`config.mk`:
```
export PLATFORM = sky130hd
export DESIGN_NAME = muldiv_unit_flat
export DESIGN_NICKNAME = d
export VERILOG_FILES = /design/src/rtl/muldiv_pkg.sv /design/src/rtl/muldiv_if.sv /design/src/rtl/muldiv_unit.sv /design/src/flat_wrapper.sv
export SDC_FILE = /design/constraint.sdc
export NUM_CORES = 1
export LEC_CHECK = 0
export CELL_PAD_IN_SITES_DETAIL_PLACEMENT = 1
export CELL_PAD_IN_SITES_GLOBAL_PLACEMENT = 1
export CORE_MARGIN = 4
export CORE_UTILIZATION = 45
export DETAILED_ROUTE_END_ITERATION = 10
export GPL_TIMING_DRIVEN = 0
export PLACE_DENSITY = 0.95
export REMOVE_ABC_BUFFERS = 1
export SLEW_MARGIN = 20
export SYNTH_ARGS = -nofsm -noshare
export SYNTH_HDL_FRONTEND = slang
export SYNTH_SLANG_ARGS = --single-unit
export TNS_END_PERCENT = 50
```
`constraint.sdc`:
```
create_clock -name clk -period 4.5 [get_ports clk]
set_input_delay 0.45 -clock clk [delete_from_list [all_inputs] [get_ports clk]]
set_output_delay 0.45 -clock clk [all_outputs]
set_load 0.01 [all_outputs]
```
`src/rtl/muldiv_pkg.sv`:
```
// Shared types for the RV32M multiply/divide unit: funct3 op codes, FSM states
// and the op-class helpers used by both the datapath and the control FSM.
package muldiv_pkg;

    localparam int XLEN = 32;

    typedef enum logic [2:0] {
        OP_MUL    = 3'b000,
        OP_MULH   = 3'b001,
        OP_MULHSU = 3'b010,
        OP_MULHU  = 3'b011,
        OP_DIV    = 3'b100,
        OP_DIVU   = 3'b101,
        OP_REM    = 3'b110,
        OP_REMU   = 3'b111
    } op_e;

    typedef enum logic [1:0] {
        ST_IDLE,
        ST_CALC,
        ST_FIX,
        ST_DONE
    } state_e;

    function automatic logic is_div(input op_e op);
        return op inside {OP_DIV, OP_DIVU, OP_REM, OP_REMU};
    endfunction

    function automatic logic is_signed_a(input op_e op);
        return op inside {OP_MULH, OP_MULHSU, OP_DIV, OP_REM};
    endfunction

    function automatic logic is_signed_b(input op_e op);
        return op inside {OP_MULH, OP_DIV, OP_REM};
    endfunction

endpackage

```
`src/rtl/muldiv_if.sv`:
```
// Issue/writeback bundle between the execute stage and the multiply/divide unit.
// The core stalls on busy; done/regwrite_out drive the register-file write port.
interface muldiv_if;
    import muldiv_pkg::*;

    logic            start;
    logic            flush;
    op_e             op;
    logic [XLEN-1:0] operand_a;
    logic [XLEN-1:0] operand_b;
    logic [4:0]      rd_in;
    logic            busy;
    logic            done;
    logic [XLEN-1:0] result;
    logic [4:0]      rd_out;
    logic            regwrite_out;

    modport master (
        output start, flush, op, operand_a, operand_b, rd_in,
        input  busy, done, result, rd_out, regwrite_out
    );

    modport slave (
        input  start, flush, op, operand_a, operand_b, rd_in,
        output busy, done, result, rd_out, regwrite_out
    );

endinterface

```
`src/rtl/muldiv_unit.sv`:
```
// Iterative RV32M mul/div: one bit per cycle, 34 cycles start-to-done (2 for div special cases).
// No queueing: start is only taken in IDLE/DONE and the core must stall while busy is high.
module muldiv_unit
    import muldiv_pkg::*;
#(
    parameter int CNT_W = 6
) (
    input  logic     clk,
    input  logic     rst,
    muldiv_if.slave  bus
);

    localparam logic [XLEN-1:0] INT_MIN = {1'b1, {(XLEN-1){1'b0}}};

    state_e           state, state_nxt;
    logic [CNT_W-1:0] cnt;
    op_e              op_q;
    logic             neg_a, neg_b;
    logic [XLEN-1:0]  acc_hi, acc_lo, opd;
    logic [XLEN-1:0]  result_q;
    logic [4:0]       rd_q;

    logic             can_accept, div0, ovf, special, last_iter;
    logic             sa, sb;
    logic [XLEN-1:0]  mag_a, mag_b;
    logic [XLEN:0]    mul_sum;
    logic [XLEN:0]    div_shift;
    logic             div_ge;
    logic [XLEN-1:0]  div_rem;
    logic [2*XLEN-1:0] product, prod_fix;
    logic [XLEN-1:0]  quo_fix, rem_fix, fix_val;

    assign can_accept = (state == ST_IDLE || state == ST_DONE) && bus.start && !bus.flush;
    assign div0       = is_div(bus.op) && (bus.operand_b == '0);
    assign ovf        = (bus.op == OP_DIV || bus.op == OP_REM)
                        && (bus.operand_a == INT_MIN) && (bus.operand_b == '1);
    assign special    = div0 || ovf;
    assign last_iter  = (cnt == CNT_W'(XLEN-1));

    assign sa    = is_signed_a(bus.op) && bus.operand_a[XLEN-1];
    assign sb    = is_signed_b(bus.op) && bus.operand_b[XLEN-1];
    assign mag_a = sa ? -bus.operand_a : bus.operand_a;
    assign mag_b = sb ? -bus.operand_b : bus.operand_b;

    // Multiply: {acc_hi, acc_lo} is the product/multiplier pair shifted right each step.
    assign mul_sum   = {1'b0, acc_hi} + (acc_lo[0] ? {1'b0, opd} : {(XLEN+1){1'b0}});
    // Divide: acc_hi is the remainder, acc_lo the dividend shifting out / quotient shifting in.
    assign div_shift = {acc_hi, acc_lo[XLEN-1]};
    assign div_ge    = (div_shift >= {1'b0, opd});
    assign div_rem   = div_shift[XLEN-1:0] - opd;

    assign product  = {acc_hi, acc_lo};
    assign prod_fix = (neg_a ^ neg_b) ? -product : product;
    assign quo_fix  = (neg_a ^ neg_b) ? -acc_lo : acc_lo;
    assign rem_fix  = neg_a ? -acc_hi : acc_hi;

    always_comb begin
        fix_val = '0;
        unique case (op_q)
            OP_MUL:                       fix_val = prod_fix[XLEN-1:0];
            OP_MULH, OP_MULHSU, OP_MULHU: fix_val = prod_fix[2*XLEN-1:XLEN];
            OP_DIV, OP_DIVU:              fix_val = quo_fix;
            OP_REM, OP_REMU:              fix_val = rem_fix;
            default:                      fix_val = '0;
        endcase
    end

    always_ff @(posedge clk or negedge rst) begin
        if (!rst) state <= ST_IDLE;
        else      state <= state_nxt;
    end

    always_comb begin
        state_nxt = state;
        unique case (state)
            ST_IDLE, ST_DONE: begin
                if (can_accept) state_nxt = special ? ST_FIX : ST_CALC;
                else            state_nxt = ST_IDLE;
            end
            ST_CALC: begin
                if (bus.flush)      state_nxt = ST_IDLE;
                else if (last_iter) state_nxt = ST_FIX;
            end
            ST_FIX:  state_nxt = bus.flush ? ST_IDLE : ST_DONE;
            default: state_nxt = ST_IDLE;
        endcase
    end

    always_ff @(posedge clk or negedge rst) begin
        if (!rst) begin
            cnt      <= '0;
            op_q     <= OP_MUL;
            neg_a    <= 1'b0;
            neg_b    <= 1'b0;
            acc_hi   <= '0;
            acc_lo   <= '0;
            opd      <= '0;
            result_q <= '0;
            rd_q     <= '0;
        end else begin
            if (can_accept) begin
                op_q <= bus.op;
                rd_q <= bus.rd_in;
                cnt  <= '0;
                opd  <= special ? '0 : mag_b;
                if (special) begin
                    // Preload the final quotient/remainder so FIX passes them through unsigned.
                    neg_a  <= 1'b0;
                    neg_b  <= 1'b0;
                    acc_hi <= div0 ? bus.operand_a : '0;
                    acc_lo <= div0 ? '1 : INT_MIN;
                end else begin
                    neg_a  <= sa;
                    neg_b  <= sb;
                    acc_hi <= '0;
                    acc_lo <= mag_a;
                end
            end else if (state == ST_CALC && !bus.flush) begin
                cnt <= cnt + CNT_W'(1);
                if (is_div(op_q)) begin
                    acc_hi <= div_ge ? div_rem : div_shift[XLEN-1:0];
                    acc_lo <= {acc_lo[XLEN-2:0], div_ge};
                end else begin
                    acc_hi <= mul_sum[XLEN:1];
                    acc_lo <= {mul_sum[0], acc_lo[XLEN-1:1]};
                end
            end
            if (state == ST_FIX && !bus.flush) result_q <= fix_val;
        end
    end

    assign bus.busy         = (state == ST_CALC) || (state == ST_FIX);
    assign bus.done         = (state == ST_DONE);
    assign bus.result       = result_q;
    assign bus.rd_out       = rd_q;
    assign bus.regwrite_out = bus.done && (rd_q != 5'd0);

endmodule
```
`src/flat_wrapper.sv`:
```
// flat-port wrapper written by rule: the top's interface ports become plain ports
module muldiv_unit_flat import muldiv_pkg::*;
#(
    parameter int CNT_W = 6
)
  (clk, rst, bus_start, bus_flush, bus_op, bus_operand_a, bus_operand_b, bus_rd_in, bus_busy, bus_done, bus_result, bus_rd_out, bus_regwrite_out);
  muldiv_if bus_i ();
  input  logic clk;
  input  logic rst;
  input wire logic [$bits(bus_i.start)-1:0] bus_start;
  input wire logic [$bits(bus_i.flush)-1:0] bus_flush;
  input wire logic [$bits(bus_i.op)-1:0] bus_op;
  input wire logic [$bits(bus_i.operand_a)-1:0] bus_operand_a;
  input wire logic [$bits(bus_i.operand_b)-1:0] bus_operand_b;
  input wire logic [$bits(bus_i.rd_in)-1:0] bus_rd_in;
  output wire logic [$bits(bus_i.busy)-1:0] bus_busy;
  output wire logic [$bits(bus_i.done)-1:0] bus_done;
  output wire logic [$bits(bus_i.result)-1:0] bus_result;
  output wire logic [$bits(bus_i.rd_out)-1:0] bus_rd_out;
  output wire logic [$bits(bus_i.regwrite_out)-1:0] bus_regwrite_out;
  assign bus_i.start = bus_start;
  assign bus_i.flush = bus_flush;
  assign bus_i.op = bus_op;
  assign bus_i.operand_a = bus_operand_a;
  assign bus_i.operand_b = bus_operand_b;
  assign bus_i.rd_in = bus_rd_in;
  assign bus_busy = bus_i.busy;
  assign bus_done = bus_i.done;
  assign bus_result = bus_i.result;
  assign bus_rd_out = bus_i.rd_out;
  assign bus_regwrite_out = bus_i.regwrite_out;
  muldiv_unit #(.CNT_W(CNT_W)) u_core (.clk(clk), .rst(rst), .bus(bus_i));
endmodule
```
== After elaboration in Yosys (flattened, before gate mapping) ==
Cells that the tools add are included.
Cells by class
  equal/unequal tests: 20
  $add $sub $neg: 8
  reductions and logical operators: 28
  multiplexer cells: 29
  bitwise operators: 1
  magnitude comparators: 1
Operators by type and width (count)
  $mux 32: 16
  $neg 32->32: 4
  $pmux 32 s4: 1
  $eq 32x32->1 const B: 2
  $mux 64: 1
  $neg 64->64: 1
  $add 32x33->33: 1
  $ge 33x32->1: 1
  $logic_not 32->1: 1
  $sub 32x32->32: 1
  $mux 31: 1
  $eq 3x3->1 const B: 8
  $mux 6: 2
  $reduce_bool 4->1: 3
  $logic_and 1x1->1: 10
  $mux 2: 5
  $eq 3x2->1 const B: 3
  $add 6x1->6 const B: 1
  $eq 3x1->1 const B: 2
  $eq 6x5->1 const B: 1
  $pmux 2 s3: 1
  $reduce_or 2->1: 3
  $reduce_bool 5->1: 1
  $eq 2x2->1 const B: 2
  other kinds (11): 15
Storage, ports and cells
  input bits: 76
  output and inout port bits: 40
  word-level logic and storage cells: 97
  bits in registers: 146

== Longest topological paths before layout ==
Gate-level depths: netlist of the first run.
  depth after elaboration: 8
  depth in mapped cells: 15
  mapped depth without buffers: 13

== Worst setup path before layout of the first run ==
No wires, ideal clock.
  path kind: flip-flop to flip-flop
  start: register u_core.acc_hi[10]
  end: register u_core.acc_hi[18]
  clock period less this slack: 3.181 ns
  required time: 4.370 ns
  path buffers: 2
  arrival time: 3.051 ns
  stages on the path, launching flop included: 14
  path slack: 1.319 ns
  setup time: 0.130 ns
  path through: dfrtp_1 ha_1 clkbuf_1 o21ai_0 o21ai_0 o211ai_1 a31o_2 a21oi_1 a31oi_1 nand2_1 buf_2 mux2_2 a211oi_1 o21ai_0
On the way
  longest elaborated chain between the ends: 5
  elaborated cells between the ends (all ways): 7
  those cells by class: 2 x add/sub; 1 x order compare; 4 x mux
RTL lines
  from (decl): RTL line muldiv_unit.sv:19  | logic [XLEN-1:0] acc_hi, acc_lo, opd;
  from (signal assigned): RTL line muldiv_unit.sv:110  | acc_hi <= div0 ? bus.operand_a : '0;
  from (signal assigned): RTL line muldiv_unit.sv:121  | acc_hi <= div_ge ? div_rem : div_shift[XLEN-1:0];
  from (signal assigned): RTL line muldiv_unit.sv:124  | acc_hi <= mul_sum[XLEN:1];
  $sub 32x32->32 / $ge 33x32->1 (equally long branches): RTL line muldiv_unit.sv:50, muldiv_unit.sv:49
  $mux 32: RTL line muldiv_unit.sv:121
  $mux 32 *: RTL line muldiv_unit.sv:120  | if (is_div(op_q)) begin
  $mux 32 *: RTL line muldiv_unit.sv:118  | end else if (state == ST_CALC && !bus.flush) begin
  $mux 32 *: RTL line muldiv_unit.sv:101  | if (can_accept) begin
Mark *: on every way between the ends. The rest lies on a longest branch, timed or not. The select of a mux whose other input is x is not followed.
A chain may end at the register's enable or synchronous reset.

== Worst setup path after layout of the first run ==
  start: register u_core.acc_lo[0]
  end: register u_core.acc_hi[14]
On the way
  longest elaborated chain between the ends: 5
RTL lines
  from (decl): RTL line muldiv_unit.sv:19
  from (signal assigned): RTL line muldiv_unit.sv:111  | acc_lo <= div0 ? '1 : INT_MIN;
  from (signal assigned): RTL line muldiv_unit.sv:116  | acc_lo <= mag_a;
  from (signal assigned): RTL line muldiv_unit.sv:122  | acc_lo <= {acc_lo[XLEN-2:0], div_ge};
  $mux 32: RTL line muldiv_unit.sv:46  | assign mul_sum = {1'b0, acc_hi} + (acc_lo[0] ? {1'b0, opd} : {(XLEN+1){1'b0}});
  $add 32x33->33: RTL line muldiv_unit.sv:46
  $mux 32: RTL line muldiv_unit.sv:120
  $mux 32: RTL line muldiv_unit.sv:118
  $mux 32: RTL line muldiv_unit.sv:101
No other way between the ends. The select of a mux whose other input is x is not followed.

==> results of run 1 <==
registers in the layout, indices dropped and copies added, names as in the netlist:
name	cells
u_core.acc_hi	32
u_core.bus.result	32
u_core.state	2
u_core.neg_a	1
u_core.op_q	3
u_core.acc_lo	32
u_core.neg_b	1
u_core.cnt	6
u_core.bus.rd_out	5
u_core.opd	32
logic make-up (layout without fill, tap and decap cells):
| logic type | count (synthesis) | count (layout) | share of synthesized area |
|---|---|---|---|
| flops | 146 | 146 | 0.254 |
| fa+ha+maj | 75 | 75 | 0.0663 |
| mux | 48 | 48 | 0.0341 |
| buf+inv | 194 | 236 | 0.0530 |
| compound gates | 623 | 623 | 0.271 |
| simple gates | 599 | 599 | 0.203 |
| xor+xnor | 195 | 195 | 0.119 |
repair_timing:
action                                  in CTS  in global routing
pin swaps                                    0                  1
resized for setup                            4                  3
hold buffers                                 1                  0
gates cloned                                 0                  1
hold endpoints to repair                    48                  0
endpoints found under the setup margin      43                 11
layer usage:
| metal | up-vias | global-route usage | wire length [µm] |
|---|---|---|---|
| met5 | - | 0 | 0 |
| met4 | 0 | 0.140 | 2600 |
| met3 | 182 | 0.0518 | 4380 |
| met2 | 733 | 0.523 | 26100 |
| met1 | 7472 | 0.379 | 22400 |
| li1 | 6878 | - | - |
where the power goes:
part	leakage [nW]	switching (mW)	internal, mW
logic	4.68	5.59	3.85
clock network	0.279	0.712	0.735
registers	1.79	1.15	1.88
cell usage in the layout (no fill, tap or decap), types with 64 or more instances in the layout:
master,count
nand2_1,168
ha_1,73
a21oi_1,166
xnor2_1,100
clkdlybuf4s50_1,114
inv_1,64
o21ai_0,158
xor2_1,93
dfrtp_1,144
nor2_1,172
path summary, 6_finish.rpt:
path | cells after the start | endpoint | start
min in group clk | 2 | u_core.bus.result[8]$_DFFE_PN0P_ | u_core.bus.result[8]$_DFFE_PN0P_
hold / removal | 2 | u_core.bus.result[2]$_DFFE_PN0P_ | rst
setup / recovery | 13 | u_core.acc_hi[14]$_DFFE_PN0P_ | u_core.acc_lo[0]$_DFFE_PN0P_
hold reg to reg | 2 | u_core.bus.result[8]$_DFFE_PN0P_ | u_core.bus.result[8]$_DFFE_PN0P_
max in group asynchronous | 3 | u_core.op_q[2]$_DFFE_PN0P_ | rst
setup reg to reg | 13 | u_core.acc_hi[14]$_DFFE_PN0P_ | u_core.acc_lo[0]$_DFFE_PN0P_
worst max-delay path, delay by kind of cell (launching register included):
kind / cells / cell delay, ns
AOI/OAI and AO/OA: 7 / 2.02
xor gates and xnor gates: 1 / 0.23
adders and majority gates: 1 / 0.30
buffers and inverters: 1 / 0.53
DFF: 1 / 0.70
and+or+nand+nor: 3 / 0.37
metrics by stage:
step           setup slack [ns]  total power, mW  TNS [ns]  utilization  instance area, µm²
2_1_floorplan             -3.14             9.02   -175.18            -               13900
3_3_place_gp              -9.70             11.5  -1111.51        0.492               15500
3_5_place_dp             -0.900             12.0    -27.91        0.503               15900
4_1_cts                  0.0161             13.6         0        0.522               16500
5_1_grt                 -0.0154             14.8   -0.0154        0.523               16500
6_report                  0.216             13.9         0        0.523               16500
layout make-up:
| type | count | area, µm² | share of cell area |
|---|---|---|---|
| clock buffer | 17 | 425 | 0.0258 |
| clock inverter | 15 | 139 | 0.00841 |
| inverter | 66 | 251 | 0.0152 |
| multi-input combinational | 1540 | 10100 | 0.610 |
| sequential | 146 | 3660 | 0.222 |
| tap | 402 | 503 | 0.0305 |
| timing repair buffer | 137 | 1460 | 0.0884 |
| timing repair inverter | 1 | 5.00 | 0.000303 |
==> reports/qor.tcl, run 1 <==
set qor(totalWireLength_um) 55500
set qor(worst-r2r-setup-slack_ns) 0.22
set qor(ctsHtreeMaxLevel) 4
set qor(first_global_vias) 15800
set qor(layout.filler_cells) 3840
set qor(type_of_element_launching_the_critical_path) {register}
set qor(syn-cell-area_um2) 14400
set qor(skew_ns) 0.0185
set qor(yosys.area.top_type_share) 0.254
set qor(design.die.area_um2) 34900
set qor(clk_pin_slew_ns) 0.07
set qor(tritoncts) {built}
set qor(holdWs_ns) 0.474
set qor(worstSetupEndpointType) {register}
set qor(number_of_buffers_created_by_cts) 17
set qor(groute.usage.overall) 0.306
set qor(syn_area_cell_um2) 7.65
set qor(drcViolationCount) 0
set qor(dr_total_vias) 15300
set qor(hold_viol_final) 0
set qor(grt_pass1_wl_um) 87100
set qor(die_w_um) 187
set qor(timing.final.setup_violations) 0
set qor(critPathKind) {register to register}
set qor(routabilityCongestion) 0.929
set qor(largest_net_degree_at_the_start_of_global_routing) 99
set qor(core_region_area_um2) 31600
set qor(ant_nets) 0
set qor(max_slew.worst_pin.slew_ns) 0.978
set qor(initial_utilization) 0.456
set qor(ioPinCount) 116
set qor(grt_antenna_before_repair) 0
set qor(path_cells) {clkinvlp_4, nor2_1, ha_1, a21oi_1, nor2_1, o41ai_2, a21boi_0, a31o_2, a21oi_1, xor2_1, a21oi_1, a221oi_1, nor2_1}
set qor(cp.arrival_ns) 4.62
set qor(dp.final_hpwl_um) 41000
set qor(vias_per_cell) 6.57
set qor(clk-insertion-delay-late_ns) 0.46
set qor(final.min_clock_period_ns) 4.28
set qor(netlist.top_cell.by_area) {dfrtp_1}
set qor(num-nets-final) 2060
set qor(post-synth-top-count-cell) {nor2_1}
set qor(placed_cells) 2290
set qor(io_buffers) 115
set qor(yosys-top-cells-area) {dfrtp_1 (25%), ha_1 (6.4%), xnor2_1 (6.2%), a21oi_1 (5.8%), xor2_1 (5.7%)}
set qor(async_sr_flop_fraction) 1.00
set qor(fmaxAchievable_ghz) 0.233
set qor(drt_iter0_markers) 1497
set qor(wl_per_cell_um) 23.9
set qor(global_route.overflow_total) 0
set qor(fraction_of_the_cycle_the_final_worst_path_needs) 0.952
set qor(synth_enable_flop_cells) 0
set qor(synth_common_cells) {nor2_1 (177), nand2_1 (169), a21oi_1 (167)}
set qor(post_cts.repair.setup_buffers) 0
set qor(synth-warning-count) 0
set qor(cp_slowest_stage_delay_ns) 0.70
set qor(worst-endpoint-required_ns) 4.83
set qor(die_y_um) 187
set qor(holdCritPathClass) {primary input to async pin}
set qor(post_synth_inst_count) 1880
set qor(max_slew_headroom) 0.343
set qor(outcome) {finished, final reports clean}
set qor(timing.critical_path.slowest_stage_cell) {dfrtp_1}
set qor(max_slew_violation_count) 0
set qor(cts_root_buf) {clkbuf_16}
set qor(power_density_nw_per_um2) 843
set qor(yosysUniqueCellTypes) 79
set qor(yosys_register_bits) 146
set qor(cts-root-to-sink-buffers) 2
set qor(clock_sink_count) 146
set qor(floorplan.rows) 65
set qor(share_of_final_layout_standard_cells_stronger_than_drive_strength_1) 0.0624
set qor(yosysSeqAreaShare) 0.254
set qor(cp_max_fo) 16
set qor(p_leak_nw) 6.75
set qor(layout.cells.non_filler) 2324
set qor(drv.max_cap_violation_count) 0
set qor(synth_to_final_area_change_pct) 14.8
set qor(vdd_drop_max_v) 0.000368
set qor(number_of_diodes_added_for_antenna_fixing) 0
set qor(yosys_most_used_dff) {dfrtp_1}
set qor(first_pass_iters) 5
Power figures use the tool's default switching activity.
==> run 2: changes to the inputs <==
--- a/config.mk
+++ b/config.mk
@@ -13,6 +13,7 @@
 export GPL_TIMING_DRIVEN = 0
 export PLACE_DENSITY = 0.95
 export REMOVE_ABC_BUFFERS = 1
+export SKIP_CTS_REPAIR_TIMING = 1
 export SLEW_MARGIN = 20
 export SYNTH_ARGS = -nofsm -noshare
 export SYNTH_HDL_FRONTEND = slang
==> reports/qor.tcl, run 2 (same netlist as run 1, synthesis figures left out) <==
set qor(max_slew.worst_pin.slew_ns) 0.960 ;# was 0.978 ns
set qor(clk_pin_slew_ns) 0.08 ;# was 0.07 ns
set qor(wl_per_cell_um) 24.0 ;# was 23.9 µm
set qor(sw_pwr_mw) 7.46 ;# was 7.45 mW
set qor(dr_total_vias) 15400 ;# was 15300
set qor(layout.filler_cells) 3843 ;# was 3840
set qor(grt_pass1_wl_um) 86700 ;# was 87100 µm
set qor(synth_to_final_area_change_pct) 14.9 ;# was 14.8%
set qor(internal_power_mw) 6.47 ;# about the same
set qor(routabilityCongestion) 0.929 ;# unchanged
set qor(critPathKind) {register to register} ;# unchanged
set qor(dp.final_hpwl_um) 41000 ;# unchanged
set qor(holdWs_ns) 0.475 ;# was 0.474 ns
set qor(layout.cell_area.non_filler_um2) 16500 ;# about the same
set qor(core_region_area_um2) 31600 ;# unchanged
set qor(p_seq_frac) 0.218 ;# about the same
set qor(number_of_buffers_created_by_cts) 17 ;# unchanged
set qor(floorplan.rows) 65 ;# unchanged
set qor(final.min_clock_period_ns) 4.29 ;# was 4.28 ns
set qor(ioPinCount) 116 ;# unchanged
set qor(placedInstanceArea_um2) 15900 ;# unchanged
set qor(groute.usage.overall) 0.304 ;# was 0.306
set qor(combinationalPowerShare) 0.679 ;# was 0.678
set qor(critical-path-top-delay-family) {compound AO/OA/AOI/OAI gates} ;# unchanged
set qor(power_frac_clock) 0.104 ;# about the same
set qor(drt_iter0_markers) 1576 ;# was 1497
set qor(skew_ns) 0.0176 ;# was 0.0185 ns
set qor(timing.final.setup_violations) 0 ;# unchanged
set qor(power_density_nw_per_um2) 844 ;# was 843 nW/µm²
set qor(max_slew_headroom) 0.354 ;# was 0.343
set qor(hold_viol_final) 0 ;# unchanged
set qor(pnr_total_power_mw) 13.9 ;# about the same
set qor(holdCritPathClass) {primary input to async pin} ;# unchanged
set qor(clock_sink_count) 146 ;# unchanged
set qor(number_of_diodes_added_for_antenna_fixing) 0 ;# unchanged
set qor(ant_nets) 0 ;# unchanged
set qor(gr-usage-met3) 0.0484 ;# was 0.0518
set qor(cp_slowest_stage_delay_ns) 0.70 ;# about the same
set qor(totalWireLength_um) 55900 ;# was 55500 µm
set qor(tritoncts) {built} ;# unchanged
set qor(initial_utilization) 0.456 ;# unchanged
set qor(first_pass_iters) 6 ;# was 5
set qor(layout.cells.most_common) {nor2_1} ;# unchanged
set qor(cts_root_buf) {clkbuf_16} ;# unchanged
set qor(die_w_um) 187 ;# unchanged
set qor(cp.buffers_inverters) 1 ;# unchanged
set qor(io_buffers) 115 ;# unchanged
set qor(layout_common_cells) {nor2_1 (172), nand2_1 (168), a21oi_1 (166), o21ai_0 (158), dfrtp_1 (144)} ;# unchanged
set qor(vdd_drop_max_v) 0.000357 ;# was 0.000368 V
set qor(fmaxAchievable_ghz) 0.233 ;# about the same
set qor(vias_per_cell) 6.62 ;# was 6.57
set qor(type_of_element_launching_the_critical_path) {register} ;# unchanged
set qor(top_usage_layer) {met2} ;# unchanged
set qor(met1_usage) 0.378 ;# was 0.379
set qor(design.die.area_um2) 34900 ;# unchanged
set qor(timing.critical_path.slowest_stage_cell) {dfrtp_1} ;# unchanged
set qor(ctsHtreeMaxLevel) 4 ;# unchanged
set qor(drv.max_cap_violation_count) 0 ;# unchanged
set qor(cp_max_fo) 16 ;# unchanged
set qor(worst-endpoint-required_ns) 4.83 ;# about the same
set qor(met2_routing_resource_usage_after_global_routing) 0.526 ;# was 0.523
set qor(worstSetupEndpointType) {register} ;# unchanged
set qor(fraction_of_the_cycle_the_final_worst_path_needs) 0.954 ;# was 0.952
set qor(drcViolationCount) 0 ;# unchanged
set qor(path_cells) {clkinvlp_4, nor2_1, ha_1, a21oi_1, nor2_1, o41ai_2, a21boi_0, a31o_2, a21oi_1, xor2_1, a21oi_1, a221oi_1, nor2_1} ;# unchanged
set qor(cp.arrival_ns) 4.62 ;# about the same
set qor(die_y_um) 187 ;# unchanged
set qor(outcome) {finished, final reports clean} ;# unchanged
set qor(num-nets-final) 2062 ;# was 2060
set qor(largest_net_degree_at_the_start_of_global_routing) 99 ;# unchanged
set qor(global_route.overflow_total) 0 ;# unchanged
set qor(place_ws_ns) -0.900 ;# unchanged
set qor(grt_antenna_before_repair) 0 ;# unchanged
set qor(share_of_final_layout_standard_cells_stronger_than_drive_strength_1) 0.0629 ;# was 0.0624
set qor(first_global_vias) 15800 ;# about the same
set qor(power_switching_share) 0.536 ;# was 0.535
set qor(max_slew_violation_count) 0 ;# unchanged
set qor(finalWorstSetupSlack_ns) 0.208 ;# was 0.216 ns
set qor(cts-root-to-sink-buffers) 2 ;# unchanged
set qor(p_leak_nw) 6.76 ;# was 6.75 nW
set qor(clk-insertion-delay-late_ns) 0.46 ;# about the same
run 2: cell types whose count changed in the layout (fill, tap and decap cells not counted), sizes merged:
cell  delta
buf      +2
run 2: power by group through the flow:
stage | combinational [mW] | sequential (mW) | clock, mW
after floorplan | 6.35 | 2.67 | 0
after global placement | 8.57 | 2.98 | 0
after detailed placement | 9.03 | 2.97 | 0
after CTS | 9.21 | 2.95 | 1.44
after global routing | 10.3 | 3.08 | 1.50
final | 9.46 | 3.03 | 1.44
run 2: routing by layer:
layer / routed length (µm) / vias to the layer above
met1: 22500 / 7556
met2: 26400 / 790
li1: - / 6875
met3: 4600 / 179
met5: 0 / -
met4: 2360 / 0
run 2: area by class of cell:
class / instances / area (µm²) / area share
multi-input combinational: 1540 / 10100 / 0.609
sequential: 146 / 3660 / 0.222
timing repair buffer: 139 / 1470 / 0.0892
tap: 402 / 503 / 0.0305
clock buffer: 17 / 425 / 0.0258
inverter: 66 / 251 / 0.0152
clock inverter: 15 / 139 / 0.00841
timing repair inverter: 1 / 5.00 / 0.000303
run 2: final timing paths:
check | from | endpoint | slack, ns | cells after the start
worst max-delay path | u_core.acc_lo[0]$_DFFE_PN0P_ | u_core.acc_hi[14]$_DFFE_PN0P_ | 0.21 | 13
worst min-delay path | rst | u_core.bus.result[2]$_DFFE_PN0P_ | 0.48 | 2
worst max register to register | u_core.acc_lo[0]$_DFFE_PN0P_ | u_core.acc_hi[14]$_DFFE_PN0P_ | 0.21 | 13
worst min register to register | u_core.bus.result[8]$_DFFE_PN0P_ | u_core.bus.result[8]$_DFFE_PN0P_ | 0.48 | 2
max in group asynchronous | rst | u_core.op_q[2]$_DFFE_PN0P_ | 3.16 | 3
min in group clk | u_core.bus.result[8]$_DFFE_PN0P_ | u_core.bus.result[8]$_DFFE_PN0P_ | 0.48 | 2
run 2: through the flow:
step / cells / utilization / setup TNS, ns
5_1_grt: 2326 / 0.523 / -0.0586
3_3_place_gp: 2269 / 0.492 / -1111.51
4_1_cts: 2322 / 0.521 / -10.05
2_1_floorplan: 1752 / - / -175.18
6_report: 2326 / 0.523 / 0
3_5_place_dp: 2290 / 0.503 / -27.91
run 2: worst reg2reg max path, stage by stage (launching register included):
cell,delay [ns]
dfrtp_1,0.70
clkinvlp_4,0.54
nor2_1,0.22
ha_1,0.30
a21oi_1,0.18
nor2_1,0.09
o41ai_2,0.51
a21boi_0,0.36
a31o_2,0.35
a21oi_1,0.20
xor2_1,0.24
a21oi_1,0.10
a221oi_1,0.31
nor2_1,0.07
==> run 3: changes to the inputs <==
--- a/config.mk
+++ b/config.mk
@@ -10,7 +10,6 @@
 export CORE_MARGIN = 4
 export CORE_UTILIZATION = 45
 export DETAILED_ROUTE_END_ITERATION = 10
-export GPL_TIMING_DRIVEN = 0
 export PLACE_DENSITY = 0.95
 export REMOVE_ABC_BUFFERS = 1
 export SKIP_CTS_REPAIR_TIMING = 1
==> reports/qor.tcl, run 3 (same netlist as run 1, synthesis figures left out) <==
set qor(outcome) {finished, final reports clean} ;# unchanged
set qor(holdWs_ns) 0.0736 ;# was 0.475 ns
set qor(drt_iter0_markers) 1680 ;# was 1576
set qor(vdd_drop_max_v) 0.000348 ;# was 0.000357 V
set qor(groute.usage.overall) 0.311 ;# was 0.304
set qor(largest_net_degree_at_the_start_of_global_routing) 85 ;# was 99
set qor(drv.max_cap_violation_count) 0 ;# unchanged
set qor(layout.filler_cells) 3909 ;# was 3843
set qor(tritoncts) {built} ;# unchanged
set qor(met2_routing_resource_usage_after_global_routing) 0.527 ;# was 0.526
set qor(die_w_um) 187 ;# unchanged
set qor(max_slew_violation_count) 0 ;# unchanged
set qor(timing.final.setup_violations) 0 ;# unchanged
set qor(wl_per_cell_um) 24.0 ;# about the same
set qor(pnr_total_power_mw) 14.2 ;# was 13.9 mW
set qor(dr_total_vias) 15500 ;# was 15400
set qor(cp.arrival_ns) 4.50 ;# was 4.62 ns
set qor(placed_cells) 2318 ;# was 2290
set qor(layout.cells.most_common) {nor2_1} ;# unchanged
set qor(final.min_clock_period_ns) 4.17 ;# was 4.29 ns
set qor(routabilityCongestion) 0.999 ;# was 0.929
set qor(rsz0062_at_grt) {false}
set qor(layout.cells.non_filler) 2350 ;# was 2326
set qor(grt_pass1_wl_um) 88300 ;# was 86700 µm
set qor(skew_ns) 0.0103 ;# was 0.0176 ns
set qor(clk-insertion-delay-late_ns) 0.46 ;# about the same
set qor(share_of_final_layout_standard_cells_stronger_than_drive_strength_1) 0.0672 ;# was 0.0629
set qor(cp_max_fo) 18 ;# was 16
set qor(met1_usage) 0.389 ;# was 0.378
set qor(setup-tns-final_ns) 0 ;# unchanged
set qor(num-nets-final) 2086 ;# was 2062
set qor(multi_input_comb_area_um2) 9990 ;# was 10100 µm²
set qor(worstSetupEndpointType) {register} ;# unchanged
set qor(top_usage_layer) {met2} ;# unchanged
set qor(first_global_vias) 16100 ;# was 15800
set qor(die_y_um) 187 ;# unchanged
set qor(sequential_cell_area_um2) 3660 ;# about the same
set qor(worst-endpoint-required_ns) 4.82 ;# was 4.83 ns
set qor(clk_pin_slew_ns) 0.06 ;# was 0.08 ns
set qor(vias_per_cell) 6.59 ;# was 6.62
set qor(number_of_diodes_added_for_antenna_fixing) 0 ;# unchanged
set qor(cts-root-to-sink-buffers) 2 ;# unchanged
set qor(io_buffers) 115 ;# unchanged
set qor(totalWireLength_um) 56300 ;# was 55900 µm
set qor(floorplan.rows) 65 ;# unchanged
set qor(holdCritPathClass) {primary input to async pin} ;# unchanged
set qor(max_slew.worst_pin.slew_ns) 1.08 ;# was 0.960 ns
set qor(ioPinCount) 116 ;# unchanged
set qor(worst-r2r-setup-slack_ns) 0.33 ;# was 0.21 ns
set qor(ctsHtreeMaxLevel) 4 ;# unchanged
set qor(max_slew_headroom) 0.278 ;# was 0.354
set qor(global_route.overflow_total) 0 ;# unchanged
set qor(power_density_nw_per_um2) 859 ;# was 844 nW/µm²
set qor(synth_to_final_area_change_pct) 15.0 ;# was 14.9%
set qor(grt_antenna_before_repair) 1 ;# was 0
set qor(design.die.area_um2) 34900 ;# unchanged
set qor(fraction_of_the_cycle_the_final_worst_path_needs) 0.928 ;# was 0.954
set qor(drcViolationCount) 0 ;# unchanged
set qor(fmaxAchievable_ghz) 0.240 ;# was 0.233 GHz
set qor(ant_nets) 0 ;# unchanged
set qor(layout_common_cells) {nor2_1 (177), nand2_1 (169), a21oi_1 (167), o21ai_0 (158), dfrtp_1 (145)} ;# was nor2_1 (172), nand2_1 (168), a21oi_1 (166), o21ai_0 (158), dfrtp_1 (144)
set qor(initial_utilization) 0.456 ;# unchanged
set qor(type_of_element_launching_the_critical_path) {register} ;# unchanged
set qor(core_region_area_um2) 31600 ;# unchanged
set qor(first_pass_iters) 9 ;# was 6
set qor(p_leak_nw) 6.82 ;# was 6.76 nW
set qor(number_of_buffers_created_by_cts) 17 ;# unchanged
set qor(dp.final_hpwl_um) 42300 ;# was 41000 µm
set qor(clock_sink_count) 146 ;# unchanged
set qor(critPathKind) {register to register} ;# unchanged
set qor(gr-usage-met3) 0.0552 ;# was 0.0484
set qor(cts_root_buf) {clkbuf_16} ;# unchanged
set qor(hold_viol_final) 0 ;# unchanged
run 3: layer usage:
metal	up-vias	share of wire
met5	-	0
met2	768	0.48
li1	6912	-
met4	0	0.041
met3	206	0.081
met1	7594	0.40
run 3: final timing paths:
path	depth (start not counted)	endpoint	start
min in group clk	2	u_core.bus.result[11]$_DFFE_PN0P_	u_core.bus.result[11]$_DFFE_PN0P_
hold reg to reg	2	u_core.bus.result[11]$_DFFE_PN0P_	u_core.bus.result[11]$_DFFE_PN0P_
hold / removal	1	u_core.bus.result[2]$_DFFE_PN0P_	rst
setup reg to reg	12	u_core.acc_hi[18]$_DFFE_PN0P_	u_core.acc_hi[2]$_DFFE_PN0P_
setup / recovery	12	u_core.acc_hi[18]$_DFFE_PN0P_	u_core.acc_hi[2]$_DFFE_PN0P_
max in group asynchronous	2	u_core.opd[25]$_DFFE_PN0P_	rst
run 3: report_power, final:
part / total, mW / internal, mW / switching [mW] / leakage (nW)
Sequential: 2.82 / 1.89 / 0.938 / 1.79
Clock: 1.57 / 0.928 / 0.644 / 0.286
Combinational: 9.81 / 3.88 / 5.92 / 4.74
Total: 14.2 / 6.70 / 7.51 / 6.82
run 3: final cells by class:
type,instances,area share
multi-input combinational,1540,0.604
sequential,146,0.221
timing repair buffer,164,0.0919
tap,402,0.0304
clock buffer,19,0.0262
inverter,66,0.0150
clock inverter,13,0.0112
run 3: worst max-delay path, stage by stage (launching register included):
cell	delay, ns
dfrtp_1	0.61
ha_1	0.55
o21a_1	0.17
o31a_1	0.29
o21ai_0	0.21
a31o_2	0.27
a21oi_1	0.40
a31oi_1	0.37
nand2_1	0.18
buf_4	0.26
mux2_2	0.36
a211oi_1	0.24
o21ai_0	0.14
run 3: per-stage QoR:
step                      utilization  setup slack, ns  cell area (µm²)
after global routing            0.524            0.111            16500
after global placement          0.505            0.612            15900
final                           0.524            0.326            16500
after floorplan                     -            -3.14            13900
after CTS                       0.524            0.464            16500
after detailed placement        0.505            0.503            15900
